--- config.mk ---
export PLATFORM = sky130hd
export DESIGN_NAME = layer_argmax
export DESIGN_NICKNAME = d
export VERILOG_FILES = /design/src/rtl/ecg_nn_pkg.sv /design/src/rtl/layer_argmax_float_gt.sv /design/src/rtl/layer_argmax.sv
export SDC_FILE = /design/constraint.sdc
export NUM_CORES = 1
export LEC_CHECK = 0
export ABC_AREA = 1
export CORE_MARGIN = 10
export CORE_UTILIZATION = 58
export DETAILED_ROUTE_END_ITERATION = 6
export DONT_BUFFER_PORTS = 1
export GPL_ROUTABILITY_DRIVEN = 0
export HOLD_SLACK_MARGIN = 0.02
export PLACE_DENSITY = 0.76
export SLEW_MARGIN = 5
export SYNTH_ARGS = -nofsm -noshare
export SYNTH_HDL_FRONTEND = slang
export SYNTH_HIERARCHICAL = 1
export SYNTH_SLANG_ARGS = --single-unit
--- constraint.sdc ---
create_clock -name clk -period 2.9 [get_ports clk]
set_input_delay 0.87 -clock clk [delete_from_list [all_inputs] [get_ports clk]]
set_output_delay 0.87 -clock clk [all_outputs]
set_load 0.01 [all_outputs]
--- src/rtl/ecg_nn_pkg.sv ---
// Shared types and helpers for the ECG network datapath.
package ecg_nn_pkg;

  localparam int FP_W = 32;

  typedef enum logic [1:0] {
    IDLE = 2'd0,
    SCAN = 2'd1,
    DONE = 2'd2
  } state_e;

  // Sign-magnitude ordering of float32 bit patterns. +0 and -0 compare equal;
  // NaN/Inf are not special-cased and simply order by their bits.
  function automatic logic fp_gt(input logic [FP_W-1:0] a, input logic [FP_W-1:0] b);
    logic gt;
    unique case ({a[FP_W-1], b[FP_W-1]})
      2'b00:   gt = (a[FP_W-2:0] > b[FP_W-2:0]);
      2'b11:   gt = (a[FP_W-2:0] < b[FP_W-2:0]);
      2'b01:   gt = !((a[FP_W-2:0] == '0) && (b[FP_W-2:0] == '0));
      default: gt = 1'b0;
    endcase
    return gt;
  endfunction

endpackage

--- src/rtl/layer_argmax_float_gt.sv ---
// Combinational float32 greater-than comparator (strict).
module float_gt
  import ecg_nn_pkg::*;
(
  input  logic [FP_W-1:0] a,
  input  logic [FP_W-1:0] b,
  output logic            gt
);

  assign gt = fp_gt(a, b);

endmodule

--- src/rtl/layer_argmax.sv ---
// Sequential argmax over the final dense layer's float32 outputs: one
// comparison per cycle, result returned over a valid/ready handshake.
module layer_argmax
  import ecg_nn_pkg::*;
#(
  parameter int NUM_NODES = 4,
  parameter int IDX_W     = (NUM_NODES > 1) ? $clog2(NUM_NODES) : 1
) (
  input  logic                      clk,
  input  logic                      rst_n,
  input  logic                      in_valid,
  output logic                      in_ready,
  input  logic [NUM_NODES*FP_W-1:0] in_vec,
  output logic                      out_valid,
  input  logic                      out_ready,
  output logic [IDX_W-1:0]          out_class,
  output logic [FP_W-1:0]           out_max,
  output logic                      busy
);

  // One extra counter bit so the count never wraps when NUM_NODES == 2**IDX_W.
  localparam int CNT_W = IDX_W + 1;
  localparam int DEPTH = 1 << IDX_W;
  localparam logic [CNT_W-1:0] LAST_CNT = CNT_W'(NUM_NODES - 1);

  state_e                  state_q, state_d;
  logic [FP_W-1:0]         vec_q [DEPTH];
  logic [DEPTH*FP_W-1:0]   in_pad;
  logic [FP_W-1:0]         best_val_q;
  logic [IDX_W-1:0]        best_idx_q;
  logic [CNT_W-1:0]        cnt_q;
  logic                    out_valid_q;
  logic [IDX_W-1:0]        out_class_q;
  logic [FP_W-1:0]         out_max_q;

  logic                    accept;
  logic                    scan_last;
  logic                    out_hs;
  logic [IDX_W-1:0]        cand_idx;
  logic [FP_W-1:0]         cand_val;
  logic                    cand_gt;

  // Pad the input to a power-of-two number of slots so the scan mux index is
  // always in range; unused slots load as zero and are never compared.
  assign in_pad    = (DEPTH*FP_W)'(in_vec);

  assign accept    = in_valid && (state_q == IDLE);
  assign scan_last = (cnt_q == LAST_CNT);
  assign out_hs    = out_valid_q && out_ready;
  assign cand_idx  = cnt_q[IDX_W-1:0];
  assign cand_val  = vec_q[cand_idx];

  float_gt u_gt (
    .a  (cand_val),
    .b  (best_val_q),
    .gt (cand_gt)
  );

  // State register.
  always_ff @(posedge clk or negedge rst_n) begin
    if (!rst_n) state_q <= IDLE;
    else        state_q <= state_d;
  end

  // Next-state decode.
  always_comb begin
    state_d = state_q;
    unique case (state_q)
      IDLE:    if (accept)    state_d = (NUM_NODES == 1) ? DONE : SCAN;
      SCAN:    if (scan_last) state_d = DONE;
      DONE:    if (out_hs)    state_d = IDLE;
      default:                state_d = IDLE;
    endcase
  end

  // Capture the whole vector at the accept edge; later in_vec changes are ignored.
  always_ff @(posedge clk or negedge rst_n) begin
    if (!rst_n) begin
      for (int k = 0; k < DEPTH; k++) vec_q[k] <= '0;
    end else if (accept) begin
      for (int k = 0; k < DEPTH; k++) vec_q[k] <= in_pad[k*FP_W +: FP_W];
    end
  end

  // Running maximum and scan counter; strict compare keeps the lowest index on ties.
  always_ff @(posedge clk or negedge rst_n) begin
    if (!rst_n) begin
      best_val_q <= '0;
      best_idx_q <= '0;
      cnt_q      <= '0;
    end else if (accept) begin
      best_val_q <= in_vec[FP_W-1:0];
      best_idx_q <= '0;
      cnt_q      <= CNT_W'(1);
    end else if (state_q == SCAN) begin
      if (cand_gt) begin
        best_val_q <= cand_val;
        best_idx_q <= cand_idx;
      end
      cnt_q <= cnt_q + CNT_W'(1);
    end
  end

  // Result registers: published after the final compare, held until handshake.
  always_ff @(posedge clk or negedge rst_n) begin
    if (!rst_n) begin
      out_valid_q <= 1'b0;
      out_class_q <= '0;
      out_max_q   <= '0;
    end else if ((state_q == SCAN) && scan_last) begin
      out_valid_q <= 1'b1;
      out_class_q <= cand_gt ? cand_idx : best_idx_q;
      out_max_q   <= cand_gt ? cand_val : best_val_q;
    end else if ((state_q == DONE) && !out_valid_q) begin
      // Single-node build: nothing to scan, publish one cycle after accept.
      out_valid_q <= 1'b1;
      out_class_q <= best_idx_q;
      out_max_q   <= best_val_q;
    end else if ((state_q == DONE) && out_hs) begin
      out_valid_q <= 1'b0;
    end
  end

  assign in_ready  = (state_q == IDLE);
  assign busy      = (state_q != IDLE);
  assign out_valid = out_valid_q;
  assign out_class = out_class_q;
  assign out_max   = out_max_q;

endmodule

# After elaboration in Yosys (flattened, before gate mapping)
# Index checks and enable logic that the tools add are counted.
# W data, S select, Z words.
[word_totals]
reg_bits = 202
input_bits = 132
output_inout_bits = 37
elab_cells = 64
[op_classes]
addsub = 1
n_lt_le_gt_ge = 3
n_eq_ne = 8
muxes = 23
bitwise = 1
reduce_logical = 17
[ops]
columns = ["cell", "count"]
rows = [
  ["$mux W32", 7],
  ["$bmux W32 S2", 1],
  ["$logic_not A31 Y1", 2],
  ["$gt A31 B31 Y1", 1],
  ["$lt A31 B31 Y1", 1],
  ["$mux W2", 8],
  ["$logic_and A1 B1 Y1", 6],
  ["$mux W3", 2],
  ["$pmux W2 S3", 1],
  ["$reduce_bool A2 Y1", 3],
  ["$eq A2 B1 Y1 const B", 2],
  ["$eq A2 B2 Y1 const B", 2],
  ["$logic_not A2 Y1", 2],
  ["$ne A2 B2 Y1 const B", 2],
  ["$add A3 B1 Y3 const B", 1],
  ["$eq A3 B2 Y1 const B", 1],
  ["$ge A3 B3 Y1 const B", 1],
  ["$mux W1", 3],
  ["$not A2 Y3", 1],
  ["$pmux W1 S3", 1],
  ["$reduce_and A3 Y1", 1],
  ["$reduce_bool A3 Y1", 1],
  ["$logic_not A1 Y1", 2],
  ["$ne A2 B1 Y1 const B", 1],
]

# Longest topological paths before layout
[depth]
word_depth = 11
ltp_mapped = 27
depth_no_buf = 23

# By module
# The synthesis kept the hierarchy.
[modules_own_cells]
columns = ["module", "instances", "cells_each", "area_each_um2", "seq_area_each_um2"]
rows = [
  ["layer_argmax", 1, 1384, 9959.6, 5054.8],
  ["float_gt", 1, 208, 1144.8, 0.0],
]

# Least setup slack after synthesis
# OpenSTA, ideal clock, no wires.
[synth_path]
path_kind = "reg-to-reg"
start = "register cnt_q[1]"
end = "register out_max_q[31] (netlist: out_max[31])"
setup_ns = 0.124
arrival_ns = 2.669
t_required_ns = 2.776
path_slack_ns = 0.106
stages_incl_launch_ff = 23
n_path_buf = 4
synth_period_minus_slack_ns = 2.794
path_cell_list = "dfrtp_1 > buf_2 > clkinv_1 > buf_2 > nand3_1 > nand2_1 > inv_1 > ha_1 > nand2_2 > nor2_4 > nand3_2 > nor3b_2 > nand2_1 > nand2_2 > nand2_1 > nand2_1 > nand2_1 > buf_2 > clkinv_1 > clkbuf_1 > nand2_1 > nand3_1 > nand3_1"
[synth_via]
elab_chain_cells = 10
elab_cells_between_ends = 18
classes_between = "order compare: 2; eq/ne: 3; mux: 6; bitwise: 1; reduce/logical: 6"
[synth_lines]
columns = ["item", "line", "source"]
rows = [
  ["start: declaration", "layer_argmax.sv:31", "logic [CNT_W-1:0] cnt_q;"],
  ["start signal: assignment", "layer_argmax.sv:100", "cnt_q <= cnt_q + CNT_W'(1);"],
  ["$not A2 Y3 (implied by the code) *", "layer_argmax.sv:51", "assign cand_val = vec_q[cand_idx];"],
  ["$bmux W32 S2 *", "layer_argmax.sv:51", ""],
  ["$mux W32 (implied by the code) * (2 in series)", "layer_argmax.sv:51", ""],
  ["via cand_val[30]", "layer_argmax.sv:40", "logic [FP_W-1:0] cand_val;"],
  ["branches (longest 3 deep; another with $lt A31 B31 Y1)", "n/a", ""],
  ["$pmux W1 S3 *", "ecg_nn_pkg.sv:16", "unique case ({a[FP_W-1], b[FP_W-1]})"],
  ["via cand_gt", "layer_argmax.sv:41", "logic cand_gt;"],
  ["$mux W32 *", "n/a", ""],
  ["$mux W32 *", "layer_argmax.sv:110", "end else if ((state_q == SCAN) && scan_last) begin"],
  ["end signal: assignment", "layer_argmax.sv:113", "out_max_q <= cand_gt ? cand_val : best_val_q;"],
  ["end signal: assignment", "layer_argmax.sv:118", "out_max_q <= best_val_q;"],
  ["end: declaration", "layer_argmax.sv:34", "logic [FP_W-1:0] out_max_q;"],
]
# Mark *: on every way through the listed nets, which the timed path passes. The select of a mux whose other input is x is not followed.
# A chain may end at the register's enable or synchronous reset.

# Worst setup path in the final report
[layout_path]
start = "register cnt_q[0]"
end = "register best_val_q[2]"
[layout_via]
elab_chain_cells = 11
elab_cells_between_ends = 16
classes_between = "order compare: 2; eq/ne: 2; mux: 7; bitwise: 1; reduce/logical: 4"
[layout_lines]
columns = ["item", "line", "source"]
rows = [
  ["$not A2 Y3 (implied by the code) *", "layer_argmax.sv:51", ""],
  ["$bmux W32 S2 *", "layer_argmax.sv:51", ""],
  ["$mux W32 (implied by the code) * (2 in series)", "layer_argmax.sv:51", ""],
  ["via cand_val[22]", "layer_argmax.sv:40", ""],
  ["branches (longest 3 deep; another with $lt A31 B31 Y1)", "n/a", ""],
  ["$pmux W1 S3 *", "ecg_nn_pkg.sv:16", ""],
  ["via cand_gt", "layer_argmax.sv:41", ""],
  ["$mux W32 *", "layer_argmax.sv:96", "if (cand_gt) begin"],
  ["$mux W32 *", "layer_argmax.sv:95", "end else if (state_q == SCAN) begin"],
  ["$mux W32 *", "layer_argmax.sv:91", "end else if (accept) begin"],
  ["end signal: assignment", "layer_argmax.sv:92", "best_val_q <= in_vec[FP_W-1:0];"],
  ["end signal: assignment", "layer_argmax.sv:97", "best_val_q <= cand_val;"],
  ["end: declaration", "layer_argmax.sv:29", "logic [FP_W-1:0] best_val_q;"],
]
# Marks and branches as above.

==> impl_metrics.csv <==
group,metric,value,unit
status,status,"completed",
finish,drive_above_1_share,8.90,%
finish,instances_no_fill,1840,
timing,min_period,2.88,ns
placement,dp.cells,1800,
finish,fin_nets,1755,
power_and_ir_drop,power_density,1470,nW/µm²
timing,hold_violations,0,
clock_network,cts.sinks,202,
grt,grt_pass1_vias,9523,
logic_synthesis,synth.net_count,1757,
worst_setup_path,cp-end-kind,"register",
floorplanning,ios,169,
floorplanning,coreArea,18800,µm²
logic_synthesis,ys_types,29,
finish,final_core_util,65.9,%
worst_setup_path,r2r_slack,0.02,ns
clock_network,cts-buffers-inserted,22,
worst_setup_path,worstPathRequired,3.34,ns
clock_network,postCtsHoldBufs,0,
logic_synthesis,syn_inst,1592,
routing,wl_per_cell,17.1,µm
grt,grt_antenna_before_repair,0,
timing,tns,0,ns
worst_setup_path,path_class,"reg2reg",
worst_setup_path,crit_fanout,42,
logic_synthesis,ys.warnings.count,6,
placement,hpwlAfterDp,22100,µm
routing,drt_iter0_drc,1046,
routing,viasPerCell,5.49,
timing,worst_pin_slew,0.831,ns
power_and_ir_drop,power_frac_seq,29.0,%
worst_setup_path,start_kind,"register",
worst_setup_path,cp.arrival,3.33,ns
routing,num_vias,10100,
timing,skew,0.0165,ns
placement,io_buffers,0,
routing,ant_nets,0,
grt,gr-total-overflow,0,
logic_synthesis,ys_ff_latch,202,
floorplanning,initial_core_util,59.2,%
run,maxCapViolCount,0,
grt,globalRouteTotalUtil,25.1,%
grt,grt_max_degree,203,
power_and_ir_drop,p_total,18.1,mW
floorplanning,rows,50,
clock_network,htree_levels,1,
clock_network,clk-insertion-delay-late,0.52,ns
timing,rsz0062_at_grt,"true",
floorplanning,dieArea,25100,µm²
clock_network,cts.path.max_buffers,3,
timing,setup_violations,0,
power_and_ir_drop,power_frac_comb,54.7,%
finish,antenna_cells,0,
clock_network,root_buffer,"clkbuf_16",
routing,totalWireLength,31400,µm
finish,synthToLayoutAreaGrowth,11.4,%
routing,drc_errors,0,
timing,timing.hold.ws,0.0484,ns
floorplanning,fp.dieW,158,µm
hold_path,hold_class,"in2async",
power_and_ir_drop,ir_drop,0.000701,V
logic_synthesis,syn_area_per_cell,6.98,µm²
power_and_ir_drop,clockPowerShare,16.3,%
power_and_ir_drop,p_switching,8.56,mW
clock_network,clkTransAtPathRegs,0.06,ns
clock_network,post-cts-setup-buffers,0,
floorplanning,die_height,158,µm
clock_network,cts_tree,"yes",
power_and_ir_drop,leakagePower,7.16,nW
power_and_ir_drop,power.internal,9.58,mW
logic_synthesis,yosysSeqAreaShare,45.5,%
routing,first_pass_iters,5,
timing,finalCritPeriodShare,99.4,%
timing,fmax,0.347,GHz
grt,grt_pass1_wl,50200,µm
timing,relSlewSlack,44.6,%
logic_synthesis,syn_area,11100,µm²
power_and_ir_drop,swShare,47.2,%
timing,drv_slew,0,
## metrics by stage
stage                     setup WS (ns)  area, µm²
after floorplan                   0.106      11100
after global placement          -0.0596      11500
after detailed placement         -0.119      11500
after CTS                        0.0230      12300
after global routing             -0.164      12400
final                            0.0184      12400
## layer usage
layer,GRT usage [%],vias up,wire (µm)
met2,35.9,466,13400
met3,4.91,56,2950
met5,0,-,0
li1,-,4865,-
met1,37.6,4710,14200
met4,6.84,0,884
## layout by cell type, fill, tap and decap left out, types with 2 or more instances in the layout
master,instances
a21o_1,2
a21oi_1,27
a21oi_2,15
buf_12,7
buf_4,39
buf_6,4
bufinv_16,2
clkbuf_1,4
clkbuf_16,22
clkbuf_8,8
clkinv_1,4
clkinv_2,4
dfrtp_1,201
ha_1,32
inv_1,176
inv_2,10
inv_4,2
nand2_1,762
nand2_2,13
nand2_4,2
nand3_1,201
nand3_2,2
nand4_1,7
nor2_1,35
nor2_2,4
nor2_4,3
o21ai_0,7
o221ai_1,2
## power groups by stage
stage                     Sequential (mW)  Combinational, mW  Clock [mW]
after global placement               5.27               9.09           0
after detailed placement             5.29               9.38           0
after CTS                            5.25               9.55        2.98
after global routing                 5.42               11.2        3.10
after floorplan                      4.98               6.73           0
final                                5.26               9.93        2.95
## worst max-delay path, cell delays in order, from the launching register on
cell      delay, ns
dfrtp_2        0.45
buf_12         0.18
nand2_1        0.07
nand3_1        0.10
nand2_1        0.17
inv_1          0.08
ha_1           0.32
a21o_1         0.19
nor2_1         0.10
nand2_1        0.07
a21oi_2        0.17
nand2_2        0.07
nand2_1        0.06
nand2_1        0.06
nand2_2        0.09
clkinv_2       0.08
buf_12         0.17
nand2_1        0.09
nand3_1        0.10
a21oi_2        0.18
## registers in the layout, summed over array words and instances (netlist names)
name        count
best_idx_q      2
best_val_q     32
out_valid       1
vec_q         128
out_max        32
cnt_q           3
out_class       2
state_q         2
## kinds of logic (layout without fill, tap and decap cells)
family / after synthesis / in the layout / synth area share, %
simple gates: 1032 / 1032 / 38.0
buf+inv: 270 / 284 / 10.1
flops: 202 / 202 / 45.5
compound gates: 55 / 55 / 2.66
fa+ha+maj: 33 / 33 / 3.72
## synth_stat cells, drive strengths merged
library cell	count	area [µm²]
nand2	777	2940
nand3	203	1020
dfrtp	202	5050
inv	188	708
buf	60	332
a21oi	42	210
nor2	42	190
ha	33	413
clkbuf	17	63.8
nand4	7	43.8
o21ai	7	35.0
clkinv	5	18.8
a21o	2	15.0
o221ai	2	17.5
a21boi	1	11.3
nand3b	1	7.51
nor3	1	5.00
nor3b	1	12.5
o22ai	1	6.26
## cell type report
type,instances,area [µm²]
fillers,1674,6400
flip-flops and latches,202,5060
multi-input cells,1120,5030
inverters,193,731
clock buffers,34,676
repair buffers,51,493
well taps,234,293
clock inverters,6,91.3
## timing repair
action                     in CTS  in global routing
setup endpoints to repair      68                 68
resized for setup              11                 24
pin swaps                       1                  0
## worst paths after layout
check	from	endpoint	cells after the start
setup / recovery	cnt_q[0]	best_val_q[2]	19
hold / removal	rst_n	best_val_q[26]	0
setup reg to reg	cnt_q[0]	best_val_q[2]	19
hold reg to reg	vec_q[62]	vec_q[62]	2
max in group asynchronous	rst_n	cnt_q[0]	0
min in group clk	in_vec[103]	vec_q[7]	2
No activity file was read; power rests on OpenSTA's default activity.
